$ cat config.mk
export PLATFORM = sky130hd
export DESIGN_NAME = sii_l2t_pkt_tracker
export DESIGN_NICKNAME = d
export VERILOG_FILES = /design/src/rtl/sii_l2t_trk_pkg.sv /design/src/rtl/sii_l2t_trk_ch.sv /design/src/rtl/sii_l2t_pkt_tracker.sv
export SDC_FILE = /design/constraint.sdc
export NUM_CORES = 2
export LEC_CHECK = 0
export CAP_MARGIN = 30
export CORE_AREA = 2 2 211 368
export CTS_CLUSTER_DIAMETER = 30
export DETAILED_ROUTE_END_ITERATION = 6
export DIE_AREA = 0 0 213 370
export PLACE_DENSITY_LB_ADDON = 0.2
export REMOVE_ABC_BUFFERS = 1
export SYNTH_ARGS = -nofsm -noshare
export SYNTH_HDL_FRONTEND = slang
export SYNTH_HIERARCHICAL = 1
export SYNTH_SLANG_ARGS = --single-unit
$ cat constraint.sdc
create_clock -name iol2clk -period 15.1 [get_ports iol2clk]
set_clock_uncertainty 0.1 [all_clocks]
set_input_delay 3.02 -clock iol2clk [delete_from_list [all_inputs] [get_ports iol2clk]]
set_output_delay 3.02 -clock iol2clk [all_outputs]
set_load 0.01 [all_outputs]
$ cat src/rtl/sii_l2t_trk_pkg.sv
// Shared types for the SII->L2T packet tracker.
//   trk_state_e : per-bank capture FSM state
//   *_HI/*_LO   : header field bit positions within a 32-bit request word
//   trk_rec_t   : one decoded packet record (opes, cfg, tag, 40-bit address)
package sii_l2t_trk_pkg;

  typedef enum logic [1:0] {IDLE, ADDR, SKIP} trk_state_e;

  localparam int OPES_HI    = 30;
  localparam int OPES_LO    = 27;
  localparam int CFG_HI     = 26;
  localparam int CFG_LO     = 24;
  localparam int TAG_HI     = 21;
  localparam int TAG_LO     = 8;
  localparam int ADDR_HI_HI = 7;
  localparam int ADDR_HI_LO = 0;

  typedef struct packed {
    logic [3:0]  opes;
    logic [2:0]  cfg;
    logic [13:0] tag;
    logic [39:0] addr;
  } trk_rec_t;

endpackage

$ cat src/rtl/sii_l2t_trk_ch.sv
// Per-bank tracker: header capture FSM, one-entry holding register and
// saturating IQ / WIB outstanding counters with sticky error flags.
//   req/req_vld      : bank request word, header-cycle strobe
//   iq_dequeue       : L2T dequeued one IQ entry
//   wib_dequeue      : L2T drained one WRI line
//   pop              : arbiter consumed this bank's holding register
//   hold_vld/rec     : holding register contents
//   iq_cnt           : outstanding IQ entries
//   err_*            : sticky protocol / overflow / underflow flags
module sii_l2t_trk_ch
  import sii_l2t_trk_pkg::*;
#(
  parameter int         REQ_W     = 32,
  parameter int         IQ_DEPTH  = 16,
  parameter int         WIB_DEPTH = 4,
  parameter int         SKIP_CYC  = 3,
  parameter logic [3:0] WRI_OPES  = 4'b0010,
  parameter int         CW        = $clog2(IQ_DEPTH + 1)
) (
  input  logic             iol2clk,
  input  logic             rst,
  input  logic [REQ_W-1:0] req,
  input  logic             req_vld,
  input  logic             iq_dequeue,
  input  logic             wib_dequeue,
  input  logic             pop,
  output logic             hold_vld,
  output trk_rec_t         hold_rec,
  output logic [CW-1:0]    iq_cnt,
  output logic             err_proto,
  output logic             err_rec_ovf,
  output logic             err_iq_ovf,
  output logic             err_iq_unf,
  output logic             err_wib_ovf,
  output logic             err_wib_unf
);

  localparam int WW = $clog2(WIB_DEPTH + 1);
  localparam int SW = (SKIP_CYC > 1) ? $clog2(SKIP_CYC) : 1;

  trk_state_e  state_q, state_d;
  logic [SW-1:0] skip_q, skip_d;
  logic [3:0]  opes_q, opes_d;
  logic [2:0]  cfg_q, cfg_d;
  logic [13:0] tag_q, tag_d;
  logic [7:0]  ahi_q, ahi_d;
  logic        hold_vld_q, hold_vld_d;
  trk_rec_t    hold_q, hold_d;
  logic [CW-1:0] iq_q, iq_d;
  logic [WW-1:0] wib_q, wib_d;
  logic [5:0]  err_q, err_d;   // {wib_unf, wib_ovf, iq_unf, iq_ovf, rec_ovf, proto}
  logic        cmpl, iq_inc, wib_inc;

  always_comb begin
    state_d    = state_q;
    skip_d     = skip_q;
    opes_d     = opes_q;
    cfg_d      = cfg_q;
    tag_d      = tag_q;
    ahi_d      = ahi_q;
    hold_vld_d = hold_vld_q & ~pop;
    hold_d     = hold_q;
    iq_d       = iq_q;
    wib_d      = wib_q;
    err_d      = err_q;
    cmpl       = 1'b0;
    iq_inc     = 1'b0;
    wib_inc    = 1'b0;

    case (state_q)
      IDLE: if (req_vld) begin
        state_d = ADDR;
        opes_d  = req[OPES_HI:OPES_LO];
        cfg_d   = req[CFG_HI:CFG_LO];
        tag_d   = req[TAG_HI:TAG_LO];
        ahi_d   = req[ADDR_HI_HI:ADDR_HI_LO];
        iq_inc  = 1'b1;
      end
      ADDR: begin
        cmpl    = 1'b1;
        wib_inc = (opes_q == WRI_OPES);
        state_d = SKIP;
        skip_d  = SW'(SKIP_CYC - 1);
      end
      SKIP: begin
        if (skip_q == '0) state_d = IDLE;
        else              skip_d  = skip_q - SW'(1);
      end
      default: state_d = IDLE;
    endcase

    // A header strobe mid-packet is flagged and otherwise ignored.
    if (req_vld && state_q != IDLE) err_d[0] = 1'b1;

    // The slot frees on the same edge it is popped, so a completion that
    // coincides with the pop is accepted rather than dropped.
    if (cmpl) begin
      if (hold_vld_q && !pop) begin
        err_d[1] = 1'b1;
      end else begin
        hold_vld_d = 1'b1;
        hold_d     = '{opes: opes_q, cfg: cfg_q, tag: tag_q, addr: {ahi_q, req[31:0]}};
      end
    end

    if (iq_inc && !iq_dequeue) begin
      if (iq_q == CW'(IQ_DEPTH)) err_d[2] = 1'b1;
      else                       iq_d = iq_q + CW'(1);
    end else if (!iq_inc && iq_dequeue) begin
      if (iq_q == '0) err_d[3] = 1'b1;
      else            iq_d = iq_q - CW'(1);
    end

    if (wib_inc && !wib_dequeue) begin
      if (wib_q == WW'(WIB_DEPTH)) err_d[4] = 1'b1;
      else                         wib_d = wib_q + WW'(1);
    end else if (!wib_inc && wib_dequeue) begin
      if (wib_q == '0) err_d[5] = 1'b1;
      else             wib_d = wib_q - WW'(1);
    end
  end

  always_ff @(posedge iol2clk) begin
    if (rst) begin
      state_q    <= IDLE;
      skip_q     <= '0;
      opes_q     <= '0;
      cfg_q      <= '0;
      tag_q      <= '0;
      ahi_q      <= '0;
      hold_vld_q <= 1'b0;
      hold_q     <= '0;
      iq_q       <= '0;
      wib_q      <= '0;
      err_q      <= '0;
    end else begin
      state_q    <= state_d;
      skip_q     <= skip_d;
      opes_q     <= opes_d;
      cfg_q      <= cfg_d;
      tag_q      <= tag_d;
      ahi_q      <= ahi_d;
      hold_vld_q <= hold_vld_d;
      hold_q     <= hold_d;
      iq_q       <= iq_d;
      wib_q      <= wib_d;
      err_q      <= err_d;
    end
  end

  assign hold_vld    = hold_vld_q;
  assign hold_rec    = hold_q;
  assign iq_cnt      = iq_q;
  assign err_proto   = err_q[0];
  assign err_rec_ovf = err_q[1];
  assign err_iq_ovf  = err_q[2];
  assign err_iq_unf  = err_q[3];
  assign err_wib_ovf = err_q[4];
  assign err_wib_unf = err_q[5];

endmodule

$ cat src/rtl/sii_l2t_pkt_tracker.sv
// SII->L2T inbound packet tracker top.
// One sii_l2t_trk_ch per bank decodes packets into holding registers; a
// round-robin arbiter copies one holding register at a time into the
// registered rec_* ready/valid output. A bank's holding register stays
// occupied until its record is accepted downstream.
//   iol2clk/rst          : clock, synchronous active-high reset
//   req/req_vld          : per-bank request words and header strobes
//   iq_dequeue/wib_dequeue : per-bank credit returns
//   rec_*                : record stream (rec_vld/rec_rdy handshake)
//   iq_cnt               : per-bank outstanding IQ count, CW bits each
//   err_*                : per-bank sticky error flags
module sii_l2t_pkt_tracker
  import sii_l2t_trk_pkg::*;
#(
  parameter int         NUM_CH    = 8,
  parameter int         REQ_W     = 32,
  parameter int         IQ_DEPTH  = 16,
  parameter int         WIB_DEPTH = 4,
  parameter int         SKIP_CYC  = 3,
  parameter logic [3:0] WRI_OPES  = 4'b0010
) (
  input  logic                                        iol2clk,
  input  logic                                        rst,
  input  logic [NUM_CH*REQ_W-1:0]                     req,
  input  logic [NUM_CH-1:0]                           req_vld,
  input  logic [NUM_CH-1:0]                           iq_dequeue,
  input  logic [NUM_CH-1:0]                           wib_dequeue,
  output logic                                        rec_vld,
  input  logic                                        rec_rdy,
  output logic [((NUM_CH > 1) ? $clog2(NUM_CH) : 1)-1:0] rec_ch,
  output logic [3:0]                                  rec_opes,
  output logic [2:0]                                  rec_cfg,
  output logic [13:0]                                 rec_tag,
  output logic [39:0]                                 rec_addr,
  output logic [NUM_CH*$clog2(IQ_DEPTH+1)-1:0]        iq_cnt,
  output logic [NUM_CH-1:0]                           err_proto,
  output logic [NUM_CH-1:0]                           err_rec_ovf,
  output logic [NUM_CH-1:0]                           err_iq_ovf,
  output logic [NUM_CH-1:0]                           err_iq_unf,
  output logic [NUM_CH-1:0]                           err_wib_ovf,
  output logic [NUM_CH-1:0]                           err_wib_unf
);

  localparam int CHW = (NUM_CH > 1) ? $clog2(NUM_CH) : 1;
  localparam int CW  = $clog2(IQ_DEPTH + 1);

  logic [NUM_CH-1:0]         hold_vld, pop, elig;
  trk_rec_t [NUM_CH-1:0]     hold_rec;
  logic [NUM_CH-1:0][CW-1:0] iq_cnt_a;

  for (genvar g = 0; g < NUM_CH; g++) begin : g_ch
    sii_l2t_trk_ch #(
      .REQ_W(REQ_W), .IQ_DEPTH(IQ_DEPTH), .WIB_DEPTH(WIB_DEPTH),
      .SKIP_CYC(SKIP_CYC), .WRI_OPES(WRI_OPES), .CW(CW)
    ) u_ch (
      .iol2clk     (iol2clk),
      .rst         (rst),
      .req         (req[g*REQ_W +: REQ_W]),
      .req_vld     (req_vld[g]),
      .iq_dequeue  (iq_dequeue[g]),
      .wib_dequeue (wib_dequeue[g]),
      .pop         (pop[g]),
      .hold_vld    (hold_vld[g]),
      .hold_rec    (hold_rec[g]),
      .iq_cnt      (iq_cnt_a[g]),
      .err_proto   (err_proto[g]),
      .err_rec_ovf (err_rec_ovf[g]),
      .err_iq_ovf  (err_iq_ovf[g]),
      .err_iq_unf  (err_iq_unf[g]),
      .err_wib_ovf (err_wib_ovf[g]),
      .err_wib_unf (err_wib_unf[g])
    );
  end

  assign iq_cnt = iq_cnt_a;

  logic           rec_vld_q, rec_vld_d;
  logic [CHW-1:0] rec_ch_q, rec_ch_d;
  trk_rec_t       rec_q, rec_d;
  logic [CHW-1:0] ptr_q, ptr_d;
  logic           accept, load, found;
  logic [CHW-1:0] win;
  int             idx;

  assign accept = rec_vld_q & rec_rdy;
  assign pop    = accept ? (NUM_CH'(1) << rec_ch_q) : '0;

  always_comb begin
    ptr_d     = ptr_q;
    rec_vld_d = rec_vld_q;
    rec_ch_d  = rec_ch_q;
    rec_d     = rec_q;
    found     = 1'b0;
    win       = '0;
    idx       = 0;

    if (accept) ptr_d = (rec_ch_q == CHW'(NUM_CH - 1)) ? '0 : rec_ch_q + CHW'(1);

    // The bank currently on the output is still marked full; keep it out
    // of the next search so a record is never presented twice.
    elig = hold_vld;
    if (rec_vld_q) elig[rec_ch_q] = 1'b0;

    for (int k = 0; k < NUM_CH; k++) begin
      idx = int'(ptr_d) + k;
      if (idx >= NUM_CH) idx = idx - NUM_CH;
      if (!found && elig[idx]) begin
        found = 1'b1;
        win   = CHW'(idx);
      end
    end

    load = !rec_vld_q || rec_rdy;
    if (load) begin
      rec_vld_d = found;
      if (found) begin
        rec_ch_d = win;
        rec_d    = hold_rec[win];
      end
    end
  end

  always_ff @(posedge iol2clk) begin
    if (rst) begin
      rec_vld_q <= 1'b0;
      rec_ch_q  <= '0;
      rec_q     <= '0;
      ptr_q     <= '0;
    end else begin
      rec_vld_q <= rec_vld_d;
      rec_ch_q  <= rec_ch_d;
      rec_q     <= rec_d;
      ptr_q     <= ptr_d;
    end
  end

  assign rec_vld  = rec_vld_q;
  assign rec_ch   = rec_ch_q;
  assign rec_opes = rec_q.opes;
  assign rec_cfg  = rec_q.cfg;
  assign rec_tag  = rec_q.tag;
  assign rec_addr = rec_q.addr;

endmodule
Yosys cells after proc, flatten, opt, wreduce, memory -nomap -nowiden --
Index checks and enable logic that the tools add are counted.
Word-level totals: bits in registers 940, input bits 283, output and inout port bits 153
Cells by class: shift operators 1, equality and inequality tests 97, reduce and logical (&&, ||, !) cells 258, multiplexer cells 208, order comparisons 19, add/subtract/negate cells 56, bitwise gates (word level) 43
Operators with widths (count):
- < comparator 32 x 5 -> 1 bit, second input constant | 8
- two-way mux 32 bit | 8
- binary-select mux 61 bit (select 3 bit) | 1
- two-way mux 5 bit | 32
- two-way mux 3 bit | 42
- AND reduction 2 bit | 57
- AND reduction 3 bit | 32
- two-way mux 1 bit | 73
- != test 2 bit, second input constant | 32
- nonzero test 2 bit | 32
- two-way mux 61 bit | 1
- logical AND 1 bit | 56
- logical NOT 1 bit | 48
- two-way mux 2 bit | 24
- != test 2 x 1 -> 1 bit, second input constant | 24
- case mux 2 bit (3 select lines) | 8
- adder 5 x 1 -> 5 bit, second input constant | 8
- equality test 5 bit, second input constant | 8
- logical NOT 5 bit | 8
- subtractor 5 x 1 -> 5 bit, second input constant | 8
- subtractor 4 x 4 -> 5 bit, second input constant | 7
- equality test 4 x 2 -> 1 bit, second input constant | 8
- logical NOT 2 bit | 16
- inverter 1 bit | 32
- other kinds (24) | 109

Longest topological paths before layout --
depth after elaboration 34, depth in mapped cells 22

By module --
The synthesis kept the hierarchy.
By module, submodules not included:
- sii_l2t_trk_ch at g_ch[1].u_ch ... | cells each 506, sequential area each 2182.1 sq um, times used 5, area an instance 4134.0 sq um
- sii_l2t_trk_ch at g_ch[4].u_ch ... | cells each 509, sequential area each 2182.1 sq um, times used 2, area an instance 4120.2 sq um
- sii_l2t_pkt_tracker | cells each 1147, sequential area each 1361.3 sq um, times used 1, area an instance 8217.9 sq um
- sii_l2t_trk_ch at g_ch[0].u_ch | cells each 506, sequential area each 2182.1 sq um, times used 1, area an instance 4136.5 sq um

Worst setup path after synthesis --
No wires, ideal clock.
path kind in2reg, start input rec_rdy, end register rec_q, in the netlist rec_addr[19], path slack 8.215 ns, buffers on the path 5, data arrival time 6.694 ns, required time 14.909 ns, stages on the path 19, cell sequence buf_2 > and3_1 > nor2_1 > inv_1 > ha_1 > nor3_1 > nor2_1 > mux4_2 > nor2_1 > o31a_1 > or2_2 > clkbuf_1 > nand3_1 > buf_4 > buf_4 > clkbuf_1 > a221oi_1 > a311o_1 > a311oi_1
On the way: word-level cells in the longest chain between the ends 31, elaborated cells between the ends (all ways) 91
RTL lines:
- start, declared | line sii_l2t_pkt_tracker.sv:29 | input logic rec_rdy,
- bitwise AND 1 bit (*) | line sii_l2t_pkt_tracker.sv:85 | assign accept = rec_vld_q & rec_rdy;
- two-way mux 3 bit (*) | line sii_l2t_pkt_tracker.sv:97 | if (accept) ptr_d = (rec_ch_q == CHW'(NUM_CH - 1)) ? '0 : rec_ch_q + CHW'(1);
- named net ptr_d[1] | line sii_l2t_pkt_tracker.sv:80 | logic [CHW-1:0] ptr_q, ptr_d;
- parallel branches: the longest is 29 deep, another holds subtractor 4 x 4 -> 5 bit
- end signal, assigned | line sii_l2t_pkt_tracker.sv:132 | rec_q <= rec_d;
- end, declared | line sii_l2t_pkt_tracker.sv:79 | trk_rec_t rec_q, rec_d;
Mark *: on every way through the listed nets, which the timed path passes. The select of a mux whose other input is x is not followed. A chain may end at the register's enable or synchronous reset.

Worst setup path after layout --
start input rec_rdy, end register rec_q, in the netlist rec_tag[1]
On the way: word-level cells in the longest chain between the ends 31, elaborated cells between the ends (all ways) 91
RTL lines:
- parallel branches: the longest is 31 deep, another holds subtractor 4 x 4 -> 5 bit
Parallel ways; which one is timed is not known. The select of a mux whose other input is x is not followed.

==> results.md <==
- Status: complete, no violations
- Final worst path period need: 10.01 ns
- Total Power: 11.1 mW
- Die ar.: 78800 um^2
- Worst hold path type: reg2reg
- PwrDens: 221 nW/um^2
- Register area share after synthesis: 45.6%
- Detailed Route Iter0 Violations: 4187
- Final hold vios: 0
- Gpl congestion: 0.884
- Fraction of layout cells with a size suffix above 1: 7.16%
- Crit-path max FO: 90
- Cts hold-fix bufs: 0
- Clock buffer count from CTS: 134
- Clk root buf: clkbuf_16
- Max-slew violations: 0
- Area delta synth->final: 22.1%
- RSZ-0062 raised after global routing: no
- Worst Path Required: 15.57 ns
- Ys flop type: dfxtp_1
- CP startpoint: rec_rdy
- Initial antenna violation count: 20
- Worst Setup End Kind: register
- Slew @ Worst Pin: 1.09 ns
- Via density per instance: 6.02
- Number of distinct library cells after synthesis: 78
- Min Hold Slack: 0.325 ns
- DRC Markers: 0
- Core area: 76000 um^2
- Relative slew slack: 27.4%
- FP Rows: 134
- Crit path launch type: input port
- Setup Buffers After CTS: 0
- Port Buffers: 435
- Leak Pwr: 18.4 nW
- GRT Util Overall: 36.6%
- Yosys Warn Count: 6
- FF-to-FF Start: rec_ch[0]$_SDFFE_PP0P_
- Ys async rst share: 0%
- Post-Syn Instances: 5201
- Grt ovf: 0
- Starting Density: 54.3%
- Max Root-Sink Buffers: 3
- Final-layout fill cell count: 6463
- Die Y: 370 um
- Max cap viols: 0
- First-pass GRT wire length: 220000 um
- CTS sink count: 940
- Post-synth EDFFs: 0
- CP arrival: 10.48 ns
- Worst reg2reg path endpoint: rec_tag[1]$_SDFFE_PP0P_
- Layout Nets: 5805
- Setup TNS: 0 ns
- Largest net degree at the start of global routing: 147
- Avg Inst Size Synth: 7.93 um^2
- Vias: 39600
- I/O pins: 436
- Clock transition at path regs: 0.06 ns
- Reg2Reg Depth: 21
- CTS tree: built
- Dpl hpwl: 86600 um
- Finish-stage setup viols: 0
- Setup crit end: rec_tag[1]$_SDFFE_PP0P_
- Post-synthesis cell area: 41300 um^2
- Final worst-path cycle share: 66.3%
- Worst skew pair latency: 0.75 ns
- VDD IR-drop max: 0.346 mV
- Maximum clock rate: 0.0999 GHz
- #FFs+latches synth: 940
- Antenna-violating nets left: 0
- Crit Path Category: in2reg
- WL final: 147000 um
- H-tree levels: 4
- Die W: 213 um
- Vias in the first global route: 37500
- Wirelength per Cell: 22.4 um
- Number of detailed-routing iterations run before antenna repair: 7
- # resized after CTS: 0
- R2r setup slk: 7.08 ns
[power breakdown]
group | leakage, nW | switching [mW] | total, mW | internal (mW)
registers | 7.67 | 0.255 | 2.99 | 2.74
clock network | 2.26 | 1.23 | 3.22 | 1.99
logic | 8.42 | 3.19 | 4.93 | 1.74
[through the flow]
stage / util, % / setup WS [ns] / instance area (um^2) / instances
after floorplan: - / 0.814 / 39200 / 4800
after global placement: 59.8 / 4.78 / 45400 / 6309
after detailed placement: 60.0 / 4.64 / 45600 / 6314
after CTS: 66.1 / 5.34 / 50200 / 6561
after global routing: 66.3 / 4.87 / 50400 / 6579
final: 66.4 / 5.09 / 50400 / 6583
[registers in the layout (all words and copies together) (netlist names), 24 cells and up]
register / cells
g_ch.u_ch/hold_rec: 488
g_ch.u_ch/wib_q: 24
g_ch.u_ch/ahi_q: 64
g_ch.u_ch/iq_cnt: 40
g_ch.u_ch/err_q: 48
g_ch.u_ch/tag_q: 112
g_ch.u_ch/cfg_q: 24
g_ch.u_ch/opes_q: 32
rec_addr: 40
[critical path, stage by stage]
cell and delay (ns):
clkdlybuf4s50_1 0.78, and4bb_2 0.41, nor2_2 0.04, buf_4 0.22
inv_2 0.21, ha_1 0.34, inv_1 0.16, a21oi_1 0.25
o22ai_1 0.16, a31oi_1 0.32, a211oi_1 0.15, o2111ai_4 0.68
buf_4 0.63, buf_4 0.64, nand3_4 0.71, buf_4 0.49
buf_16 0.24, a221oi_1 0.43, a311o_1 0.18, a311oi_1 0.09
[logic make-up after synthesis]
family / count (synthesis) / synth area share (%)
AND/OR/NAND/NOR: 2235 / 22.4
multiplexers: 43 / 1.31
adder cells (fa/ha/maj): 87 / 2.93
buffers and inverters: 512 / 5.99
flip-flops: 940 / 45.6
XOR/XNOR: 55 / 1.17
AO/OA/AOI/OAI: 1329 / 20.6
[Yosys cell counts, types with 26 or more instances]
library cell  instances  area, um^2
inv_1               110         413
a31oi_1              35         219
and3_1              133         832
a311oi_1             62         543
ha_1                 71         888
a21o_1               27         203
a211oi_1             28         210
nor2_1              227         852
o21ai_0              27         135
clkbuf_1            233         875
nand2_1            1758        6600
mux2i_1              26         260
dfxtp_1             940       18800
buf_2               106         531
a21oi_1             805        4030
xnor2_1              39         342
a311o_1             122        1220
buf_6                53         597
a221oi_1            125        1090
[layout make-up]
| type | instances | area (um^2) | area share [%] |
|---|---|---|---|
| multi-input cells | 3749 | 20200 | 40.0 |
| flip-flops and latches | 940 | 18800 | 37.3 |
| repair buffers | 499 | 5030 | 9.99 |
| clock buffers | 168 | 3750 | 7.43 |
| well taps | 1020 | 1280 | 2.53 |
| clock inverters | 79 | 903 | 1.79 |
| inverters | 111 | 417 | 0.827 |
| diodes | 17 | 42.5 | 0.0844 |
[worst min path at each step]
stage,from,endpoint,slack [ns],cells after the start
after floorplan,g_ch[4].u_ch/hold_rec[0]$_SDFFE_PP0P_,g_ch[4].u_ch/hold_rec[0]$_SDFFE_PP0P_,0.33,2
after global placement,g_ch[5].u_ch/err_q[0]$_SDFFE_PP0P_,g_ch[5].u_ch/err_q[0]$_SDFFE_PP0P_,0.33,2
after detailed placement,g_ch[2].u_ch/err_q[0]$_SDFFE_PP0P_,g_ch[2].u_ch/err_q[0]$_SDFFE_PP0P_,0.34,2
after CTS,g_ch[4].u_ch/ahi_q[5]$_SDFFE_PP0P_,g_ch[4].u_ch/hold_rec[37]$_SDFFE_PP0P_,0.33,2
after global routing,g_ch[0].u_ch/ahi_q[5]$_SDFFE_PP0P_,g_ch[0].u_ch/hold_rec[37]$_SDFFE_PP0P_,0.35,2
final,g_ch[4].u_ch/ahi_q[5]$_SDFFE_PP0P_,g_ch[4].u_ch/hold_rec[37]$_SDFFE_PP0P_,0.33,2
[cell usage in the layout (no fill, tap or decap), types with 11 or more instances in the layout]
cell type        netlist  final
dfxtp_1              940    940
clkbuf_16              0    138
xor2_1                16     16
inv_1                110    102
clkbuf_1             233     12
a31oi_1               35     35
a221oi_1             125    125
nor2b_1               13     13
a21o_1                27     27
nand2b_1              19     19
bufinv_16              0     12
a21oi_1              805    805
ha_1                  71     71
clkinvlp_4             0     13
nand2_1             1758   1742
nor2_1               227    227
a311o_1              122    122
diode_2                0     17
inv_6                  0     22
xnor2_1               39     39
mux2i_1               26     26
o22ai_1               19     18
a311oi_1              62     62
o21ai_0               27     27
clkdlybuf4s50_1        0    434
clkinv_4               0     11
clkinv_2               0     15
clkbuf_8               0     18
a211oi_1              28     28
fa_1                  16     16
buf_4                  5     54
and3_1               133    132
[metal layers]
layer	track usage (%)	wire [um]	vias to the layer above
met4	19.6	8080	14
met5	0	90	-
met3	7.93	14200	470
met2	59.4	68400	2098
met1	45.1	56700	18800
li1	-	-	18300
No activity file was read; power rests on OpenSTA's default activity.
